$ cat config.mk
export PLATFORM = sky130hd
export DESIGN_NAME = key_select_debouncer
export DESIGN_NICKNAME = d
export VERILOG_FILES = /design/src/rtl/key_select_debouncer.sv
export SDC_FILE = /design/constraint.sdc
export NUM_CORES = 1
export LEC_CHECK = 0
export BUFFER_PORTS_ARGS = -buffer_cell sky130_fd_sc_hd__buf_2
export CAP_MARGIN = 0
export CORE_UTILIZATION = 61
export CTS_CLUSTER_DIAMETER = 120
export DETAILED_ROUTE_END_ITERATION = 6
export PLACE_DENSITY = 0.8
export SYNTH_ARGS = -nofsm -noshare
export SYNTH_HDL_FRONTEND = slang
export SYNTH_SLANG_ARGS = --single-unit
$ cat constraint.sdc
create_clock -name CLOCK_50 -period 2.2 [get_ports CLOCK_50]
set_input_delay 0.33 -clock CLOCK_50 [delete_from_list [all_inputs] [get_ports CLOCK_50]]
set_output_delay 0.33 -clock CLOCK_50 [all_outputs]
set_load 0.01 [all_outputs]
$ cat src/rtl/key_select_debouncer.sv
// -----------------------------------------------------------------------------
// key_select_debouncer
//   Conditions raw active-low pushbuttons into clean, synchronised, active-high
//   levels plus one-cycle press/release strobes. KEY_LEVEL is the select code
//   for the downstream mux / seven-segment path. Every key is an independent
//   channel: two-flop synchroniser, stability counter, registered strobes.
//
// Ports
//   CLOCK_50     in   1          system clock, rising edge
//   RESETN       in   1          asynchronous active-low reset
//   KEY          in   NUM_KEYS   raw pushbuttons, async, active-low
//   KEY_LEVEL    out  NUM_KEYS   debounced level, active-high
//   KEY_PRESS    out  NUM_KEYS   1-cycle pulse on KEY_LEVEL 0->1
//   KEY_RELEASE  out  NUM_KEYS   1-cycle pulse on KEY_LEVEL 1->0
//   SEL_CHANGE   out  1          1-cycle pulse when any KEY_LEVEL bit changes
//
// Parameters
//   NUM_KEYS         number of keys
//   DEBOUNCE_CYCLES  consecutive stable synchronised cycles to accept a change (>= 2)
//   CNT_W            counter width, 2**CNT_W > DEBOUNCE_CYCLES
// -----------------------------------------------------------------------------
module key_select_debouncer #(
   parameter int NUM_KEYS        = 3,
   parameter int DEBOUNCE_CYCLES = 1000000,
   parameter int CNT_W           = 20
) (
   input  logic                CLOCK_50,
   input  logic                RESETN,
   input  logic [NUM_KEYS-1:0] KEY,
   output logic [NUM_KEYS-1:0] KEY_LEVEL,
   output logic [NUM_KEYS-1:0] KEY_PRESS,
   output logic [NUM_KEYS-1:0] KEY_RELEASE,
   output logic                SEL_CHANGE
);

   localparam logic [CNT_W-1:0] CNT_MAX = CNT_W'(DEBOUNCE_CYCLES - 1);

   logic [NUM_KEYS-1:0] sync_1;
   logic [NUM_KEYS-1:0] sync_2;
   logic [NUM_KEYS-1:0] key_act;
   logic [NUM_KEYS-1:0] accept;
   logic [CNT_W-1:0]    cnt [NUM_KEYS];

   // A change is accepted on the edge where the synchronised level still
   // disagrees with KEY_LEVEL and the counter has reached its terminal value.
   always_comb begin
      key_act = ~sync_2;
      accept  = '0;
      for (int i = 0; i < NUM_KEYS; i++) begin
         accept[i] = (key_act[i] != KEY_LEVEL[i]) && (cnt[i] == CNT_MAX);
      end
   end

   always_ff @(posedge CLOCK_50 or negedge RESETN) begin
      if (!RESETN) begin
         // Synchroniser resets to "released" so a held key is seen as a fresh press.
         sync_1      <= '1;
         sync_2      <= '1;
         KEY_LEVEL   <= '0;
         KEY_PRESS   <= '0;
         KEY_RELEASE <= '0;
         SEL_CHANGE  <= 1'b0;
         for (int i = 0; i < NUM_KEYS; i++) begin
            cnt[i] <= '0;
         end
      end else begin
         sync_1 <= KEY;
         sync_2 <= sync_1;
         for (int i = 0; i < NUM_KEYS; i++) begin
            if (key_act[i] == KEY_LEVEL[i]) begin
               cnt[i] <= '0;
            end else if (accept[i]) begin
               KEY_LEVEL[i] <= key_act[i];
               cnt[i]       <= '0;
            end else begin
               cnt[i] <= cnt[i] + 1'b1;
            end
         end
         KEY_PRESS   <= accept & key_act;
         KEY_RELEASE <= accept & ~key_act;
         SEL_CHANGE  <= |accept;
      end
   end

endmodule

* Yosys cells after proc, flatten, opt, wreduce, memory -nomap -nowiden
Cells that the tools add are included.
** Storage, ports and cells
- Bits in registers :: 76
- Bits of input ports :: 5
- Output and inout bits :: 10
** Operators by class
- Add/sub/neg operators :: 3
- Eq/ne operators :: 9
- Multiplexer cells :: 6
- Bitwise operators :: 7
- Reduce and logical (&&, ||, !) cells :: 7
** Operator list (count)
- $mux 20 :: 6
- $add 20x1->20 const B :: 3
- $eq 20x20->1 const B :: 3
- $and 3x3->3 :: 2
- $not 3->3 :: 2
- $reduce_and 2->1 :: 3
- $eq 1x1->1 :: 3
- $logic_and 1x1->1 :: 3
- $ne 1x1->1 :: 3
- $not 1->1 :: 3
- $reduce_or 3->1 :: 1

* Logic depth before layout (Yosys ltp)
Gate-level depths: netlist of the first run.
- Depth after elaboration :: 5
- Depth in mapped cells :: 6
- Mapped depth without buffers :: 5

* Worst setup path after synthesis of the first run
No wires, ideal clock.
- Kind :: reg-to-reg
- Start :: reg cnt[0] (netlist bit)
- End :: reg KEY_LEVEL[2]
- Library setup time :: 118 ps
- Arrival time :: 1822 ps
- Required time :: 2082 ps
- Path slack :: 260 ps
- Cell stages (with the launch flop) :: 6
- Path buffers :: 0
- Cell sequence :: dfrtp_1 ha_1 nand3_1 or4_1 or2_2 a21o_1
** On the way
- Longest elaborated chain between the ends :: 3
** Ends and longest elaborated chain
- start: declaration :: RTL line 42 : logic [CNT_W-1:0] cnt [NUM_KEYS];
- start signal: indexed assignment :: RTL line 76 : cnt[i] <= cnt[i] + 1'b1;
- $eq 20x20->1 :: RTL line 50 : accept[i] = (key_act[i] != KEY_LEVEL[i]) && (cnt[i] == CNT_MAX);
- $logic_and 1x1->1 :: RTL line 50
- $reduce_and 2->1 (no line)
- end signal: indexed assignment :: RTL line 73 : KEY_LEVEL[i] <= key_act[i];
- end: declaration :: RTL line 30 : output logic [NUM_KEYS-1:0] KEY_LEVEL,
No other way between the ends.
A chain may end at the register's enable or synchronous reset.

* Worst setup path in the final report of the first run
- Start :: reg cnt[20] (netlist bit)
- End :: reg cnt[22] (netlist bit)
** On the way
- Longest elaborated chain between the ends :: 4
- Elaborated cells between the ends (all ways) :: 5
** Ends and longest elaborated chain
- branches (longest 2 deep; another with $add 20x1->20)
- $mux 20 (*) :: RTL line 72 : end else if (accept[i]) begin
- $mux 20 (*) :: RTL line 70 : if (key_act[i] == KEY_LEVEL[i]) begin
Mark *: on every way between the ends.

==> results_dict.tcl, run 1 <==
set metrics [dict create \
    drive_gt1_share_pct 14.2 \
    ys_ff_latch 76 \
    clk_latency_ns 0.34 \
    synthesis.nets 358 \
    synthesis.area_sq_mm 0.00351 \
    insertedDiodeCount 0 \
    ys_async_sr_fraction_pct 100 \
    ioPinCount 15 \
    drv_slew 0 \
    grt_pass1_wl_microns 11600 \
    rows 27 \
    grt.overflow.total 0 \
    rsz0062_at_grt "false" \
    ys_warn_count 0 \
    final_hold_viol_count 4 \
    synth_edf_count 0 \
    yosys.area.top_type "dfrtp_1" \
    violations "hold timing" \
    antenna_found_initial 0 \
    cellPowerDensity_mw_per_mm2 653 \
    critPathTopFamily "simple AND/OR/NAND/NOR gates" \
    r2r_start "cnt[20]" \
    peakVddDrop_uv 532 \
    critPathLaunchType "flip-flop" \
    cts-root-buf "clkbuf_8" \
    synthTopCellsByArea "dfrtp_1, xnor2_1, nor2_1" \
    cts-resized-gates 0 \
    clock.fmax_mhz 485 \
    cp_slowest_cell "or4_2" \
    critical_path_buf_inv_count 2 \
    finalSetupViolCount 0 \
    p_leak_nw 1.65 \
    fp.dieH_microns 77.8 \
    cp-end-kind "flip-flop" \
    pre_cts_ws_ns 0.146 \
    grt_pass1_vias 2563 \
    cts_tree "built" \
    htreeDepth 3 \
    clkTransAtPathRegs_ns 0.08 \
    design.die.area_sq_mm 0.00605 \
    viasPerCell 5.74 \
    die_x_microns 77.8 \
    fin_crit_ns 2.06 \
    dp_hpwl_microns 4440 \
    hold_path.class "primary input to asynchronous set/reset pin" \
    syn_area_per_cell_sq_um 10.0 \
    netlist_instances 350 \
    syn2layout_area_growth_pct 11.5 \
    fin_setup_tns_ns 0 \
    ys.flop_type "dfrtp_1" \
    slowest_delay_ns 0.72 \
    cp_cell_sequence "ha_1, inv_1, or4_2, o21ai_1, buf_4, nor2_1" \
    vias 2599 \
    cp.required_ns 2.42 \
    wl_per_cell_microns 14.5 \
    port_buffers 14 \
    status "complete, but fails checks" \
    critPathLaunch "cnt[20]" \
    hold_buffers 0 \
    ys_seq_area_share_pct 54.5 \
    clockBufferDepth 2 \
    crit_type "flip-flop to flip-flop" \
    slew_headroom_pct 73.9 \
    fin_hold_ws_ns -0.00712 \
    fin_ws_ns 0.138 \
    start_util_pct 63.7 \
    cp_max_fo 12 \
    maxCapViolations 0 \
    drt-initial-drc-count 143 \
    route.detailed.drc 0 \
    fillers 396 \
    gp_congestion 0.830 \
    synth_cell_types 37 \
    nets 384 \
    fin_crit_sh_pct 93.7 \
    ant_nets 0 \
    firstDrtPassIters 4 \
    fin_worst_skew_ns 0.00795 \
    cts.sinks 76 \
    cts_made_buffers 9 \
    post-cts-setup-buffers 0 \
    synth.top_cell.area_share_pct 50.0 \
    grt_usage_pct 25.1 \
    drt_wl_total_microns 6570 \
    critPathArrivalTime_ns 2.28 \
    worstMarginPinSlew_ns 0.387 \
    coreArea_sq_mm 0.00551 \
    grt_max_degree 77 \
]
==> registers in the layout, summed over array words and instances (netlist names) <==
name and flops:
KEY_LEVEL 3, KEY_PRESS 3, KEY_RELEASE 3, SEL_CHANGE 1, cnt 60, sync_1 3, sync_2 3
==> synth_stat cells, types with 2 or more instances <==
cell type and count:
xor2_1 13, and2_1 2, o21ai_0 14, dfstp_2 6
nand3b_1 2, nand3_1 23, or4_1 10, or3_1 11
o31ai_1 6, or2_2 2, nand2_1 18, and4_1 3
buf_2 5, nand4_1 10, nor3_1 10, xnor2_1 26
a21oi_1 17, nor2_1 51, nor4_1 9, and3_1 5
inv_1 16, ha_1 3, dfrtp_1 70, clkbuf_1 5
==> power breakdown <==
part	total, mW	switching, mW	leakage, nW	internal [mW]
clock network	1.02	0.465	0.0947	0.556
registers	1.44	0.0213	1.03	1.42
logic	0.0872	0.0591	0.519	0.0281
total	2.55	0.545	1.65	2.00
==> metal layers <==
metal	share of wire [%]	GRT usage [%]	wire (microns)
met5	0	0	0
met4	0.82	6.79	54
met3	3.3	7.76	219
met2	49	41.2	3250
met1	46	32.1	3050
==> stage by stage <==
stage | utilization (%) | power, mW | instances | area [sq um] | hold slack [ns]
CTS | 71.0 | 2.58 | 453 | 3910 | 0.0111
global placement | 67.6 | 1.55 | 437 | 3720 | 0.346
finish | 71.0 | 2.55 | 453 | 3910 | -0.00712
global route | 71.0 | 2.65 | 453 | 3910 | 0.00686
floorplan | - | 1.50 | 350 | 3510 | 0.0344
detailed placement | 67.6 | 1.56 | 437 | 3720 | 0.347
==> area by class of cell <==
type / instances / area, sq um / share of cell area, %
clock buffers: 14 / 153 / 3.91
repair buffers: 25 / 168 / 4.29
inverters: 16 / 60.1 / 1.54
flip-flops and latches: 76 / 1910 / 48.9
clock inverters: 2 / 35.0 / 0.897
multi-input cells: 248 / 1490 / 38.2
well taps: 72 / 90.1 / 2.31
==> path summary, 6_finish.rpt <==
check	endpoint	slack [ns]	depth (start not counted)
worst max register to register	cnt[22]	0.14	6
min in group CLOCK_50	sync_1[2]	0.09	1
max in group asynchronous	sync_1[1]	1.86	2
worst min register to register	sync_2[2]	0.36	0
worst max-delay path	cnt[22]	0.14	6
worst min-delay path	cnt[37]	-0.007	2
==> cells in the final DEF, fill, tap and decap left out, drive strengths merged, types with 11 or more instances in the layout <==
| cell | count |
|---|---|
| inv | 16 |
| buf | 25 |
| xnor2 | 26 |
| xor2 | 13 |
| or4 | 12 |
| o21ai | 14 |
| nand3 | 23 |
| nor2 | 51 |
| clkbuf | 14 |
| nand2 | 18 |
| nand4 | 11 |
| a21oi | 18 |
| dfrtp | 70 |
| or3 | 11 |
==> cell families after synthesis <==
group,Yosys count,synth area share [%]
AOI/OAI and AO/OA,41,6.71
adders and majority gates,3,1.07
and+or+nand+nor,164,24.7
muxes,1,0.321
buffers and inverters,26,2.96
DFF,76,54.5
xor gates and xnor gates,39,9.74
Power figures use the tool's default switching activity.
==> run 2, diff against run 1 <==
--- a/config.mk
+++ b/config.mk
@@ -5,12 +5,13 @@
 export SDC_FILE = /design/constraint.sdc
 export NUM_CORES = 1
 export LEC_CHECK = 0
+export ABC_AREA = 1
 export BUFFER_PORTS_ARGS = -buffer_cell sky130_fd_sc_hd__buf_2
 export CAP_MARGIN = 0
-export CORE_UTILIZATION = 61
+export CORE_UTILIZATION = 62
 export CTS_CLUSTER_DIAMETER = 120
 export DETAILED_ROUTE_END_ITERATION = 6
-export PLACE_DENSITY = 0.8
+export PLACE_DENSITY = 0.81
 export SYNTH_ARGS = -nofsm -noshare
 export SYNTH_HDL_FRONTEND = slang
 export SYNTH_SLANG_ARGS = --single-unit
==> results_dict.tcl, run 2 <==
set metrics [dict create \
    status "complete, no violations" \
    clkTransAtPathRegs_ns 0.09 \
    clock.fmax_mhz 564 \
    gp_congestion 0.904 \
    dp_hpwl_microns 6150 \
    rows 29 \
    grt.overflow.total 0 \
    max_flop_register "cnt" \
    crit_type "flip-flop to flip-flop" \
    grt_usage_pct 26.6 \
    largest_register_ffs 60 \
    drv_slew 0 \
    final_hold_viol_count 0 \
    ys_top_cells_by_count "nor2_1, nand2_1, dfrtp_1" \
    cts_tree "built" \
    cts.sinks 76 \
    synth.top_cell.area_share_pct 42.5 \
    drt-initial-drc-count 159 \
    fin_crit_sh_pct 80.5 \
    ys_seq_area_share_pct 46.3 \
    p_leak_nw 2.16 \
    ioPinCount 15 \
    fin_worst_skew_ns 0.0105 \
    rsz0062_at_grt "false" \
    r2r-end "KEY_LEVEL[0]" \
    synth_cell_types 32 \
    antenna_found_initial 0 \
    seqPwrFrac_pct 50.6 \
    min_from "KEY[2]" \
    cpMostUsedCell "nand2_1" \
    hold_path.class "primary input to flip-flop" \
    power.switching_uw 627 \
    fp.dieH_microns 83.5 \
    critPathLaunchType "flip-flop" \
    cp_slowest_cell "dfstp_2" \
    post-cts-setup-buffers 0 \
    ff_latch_area_sq_mm 0.00191 \
    fin_ws_ns 0.428 \
    clockPowerShare_pct 45.8 \
    die_x_microns 83.5 \
    yosys.area.top_type "dfrtp_1" \
    ant_nets 0 \
    worstMarginPinSlew_ns 0.535 \
    cts-root-buf "clkbuf_8" \
    ys_warn_count 0 \
    grt_pass1_vias 3304 \
    synthTopCellsByArea "dfrtp_1, nor2_1, nand2_1" \
    start_util_pct 64.6 \
    design.die.area_sq_mm 0.00698 \
    critPathArrivalTime_ns 2.01 \
    coreArea_sq_mm 0.00639 \
    insertedDiodeCount 0 \
    pwr-share-comb_pct 3.6 \
    cp.required_ns 2.44 \
    finalSetupViolCount 0 \
    r2r_cells 9 \
    pre_cts_ws_ns 0.493 \
    fin_setup_tns_ns 0 \
    ys.flop_type "dfrtp_1" \
    cp-end-kind "flip-flop" \
    viasPerCell 5.40 \
    synthesis.area_sq_mm 0.00412 \
    route.detailed.drc 0 \
    multi_input_area_sq_mm 0.00192 \
    drt_wl_total_microns 8270 \
    min_to "sync_1[2]" \
    vias 3393 \
    clk_latency_ns 0.35 \
    clockBufferDepth 2 \
    cp_cell_sequence "inv_1, nand2_1, nand2_1, nand2_1, nor2_1, nand2_1, nand2_1, o21ai_2, inv_1" \
    drive_gt1_share_pct 16.7 \
    layout_commonest_cell "nor2_1" \
    mostFrequentLayoutCells "nor2_1, nand2_1, dfrtp_1, inv_1, nand3_1" \
    ys_async_sr_fraction_pct 100 \
    synth_edf_count 0 \
    peakVddDrop_uv 491 \
    cts_made_buffers 9 \
    min_path_cells 1 \
    slew_headroom_pct 64.3 \
    cellPowerDensity_mw_per_mm2 625 \
    netlist_instances 523 \
    htreeDepth 3 \
    fillers 486 \
    port_buffers 14 \
    nets 554 \
    slowest_delay_ns 0.55 \
    syn_area_per_cell_sq_um 7.88 \
    ys_ff_latch 76 \
    syn2layout_area_growth_pct 9.95 \
    synthesis.nets 531 \
    firstDrtPassIters 5 \
    p_int_mw 2.21 \
    cp_max_fo 12 \
    grt_pass1_wl_microns 14600 \
    fin_crit_ns 1.77 \
    swShare_pct 22.1 \
    wl_per_cell_microns 13.2 \
    maxCapViolations 0 \
    grt_max_degree 43 \
    r2r_start "sync_2[0]" \
    ff2ff_setup_slack_ns 0.43 \
    synth_most_common_cell "nor2_1" \
]
run 2: cell count changes after synthesis, sizes merged, moves of 5 or more:
| cell | delta |
|---|---|
| nand2 | +95 |
| inv | +53 |
| nor2 | +76 |
| nor4 | -8 |
| xnor2 | -20 |
| or4 | -12 |
| o31ai | -6 |
| xor2 | +7 |
| or3 | -11 |
| clkbuf | -5 |
| a21oi | -9 |
| and3 | -6 |
| nand3 | +31 |
run 2: logic make-up (layout without fill, tap and decap cells):
kind of cell / Yosys count / after routing / share of synthesized area, %
adders and majority gates: 3 / 3 / 0.911
DFF: 76 / 76 / 46.3
and+or+nand+nor: 324 / 324 / 37.4
AOI/OAI and AO/OA: 20 / 20 / 2.61
buffers and inverters: 74 / 102 / 7.22
xor gates and xnor gates: 26 / 26 / 5.52
run 2: final cells by class:
| cell class | count | area share, % |
|---|---|---|
| clock inverters | 7 | 2.70 |
| well taps | 77 | 2.13 |
| clock buffers | 9 | 2.73 |
| inverters | 70 | 5.80 |
| multi-input cells | 373 | 42.3 |
| repair buffers | 16 | 2.26 |
| flip-flops and latches | 76 | 42.1 |
run 2: worst max-delay path by stage:
stage | startpoint | end | slack (ns) | depth (start not counted)
after global routing | sync_2[0] | KEY_LEVEL[0] | 0.31 | 9
after global placement | sync_2[0] | KEY_LEVEL[0] | 0.61 | 9
after detailed placement | sync_2[0] | KEY_LEVEL[0] | 0.49 | 9
final | sync_2[0] | KEY_LEVEL[0] | 0.43 | 9
after CTS | sync_2[0] | KEY_LEVEL[0] | 0.45 | 9
after floorplan | sync_2[1] | KEY_LEVEL[1] | 0.89 | 8
run 2: power groups by stage:
stage	clock, mW	combinational [mW]	sequential, mW
after global routing	1.37	0.118	1.44
final	1.30	0.101	1.43
after detailed placement	0	0.101	1.46
after global placement	0	0.0997	1.46
after floorplan	0	0.0563	1.46
after CTS	1.31	0.104	1.43
run 2: worst max-delay path: cells and delay by family, from the launching register on:
kind                   cells  cell delay, ns
flip-flops                 1            0.55
AO/OA/AOI/OAI              1            0.08
buffers and inverters      2            0.13
AND/OR/NAND/NOR            6            0.90
run 2: what timing repair did:
item                                   CTS  global route
hold buffers                             1             0
endpoints found under the hold margin   39             0
resized for setup                        0             0
run 2: through the flow:
step | cells | util, % | area (sq um) | hold WS, ns | power [mW]
after floorplan | 523 | - | 4120 | 0.0344 | 1.51
after global routing | 628 | 71.0 | 4530 | 0.0695 | 2.93
after detailed placement | 611 | 67.0 | 4280 | 0.347 | 1.56
after CTS | 628 | 71.0 | 4530 | 0.0669 | 2.85
after global placement | 611 | 67.0 | 4280 | 0.346 | 1.56
final | 628 | 71.0 | 4530 | 0.0753 | 2.83
run 2: metal layers:
layer  part of all wire (%)  GRT usage (%)  up-vias
li1                       -              -     1682
met1                     44           35.2     1586
met2                     48           43.0      106
met3                    5.8           4.45       19
met4                    2.5           12.8        0
met5                      0              0        -
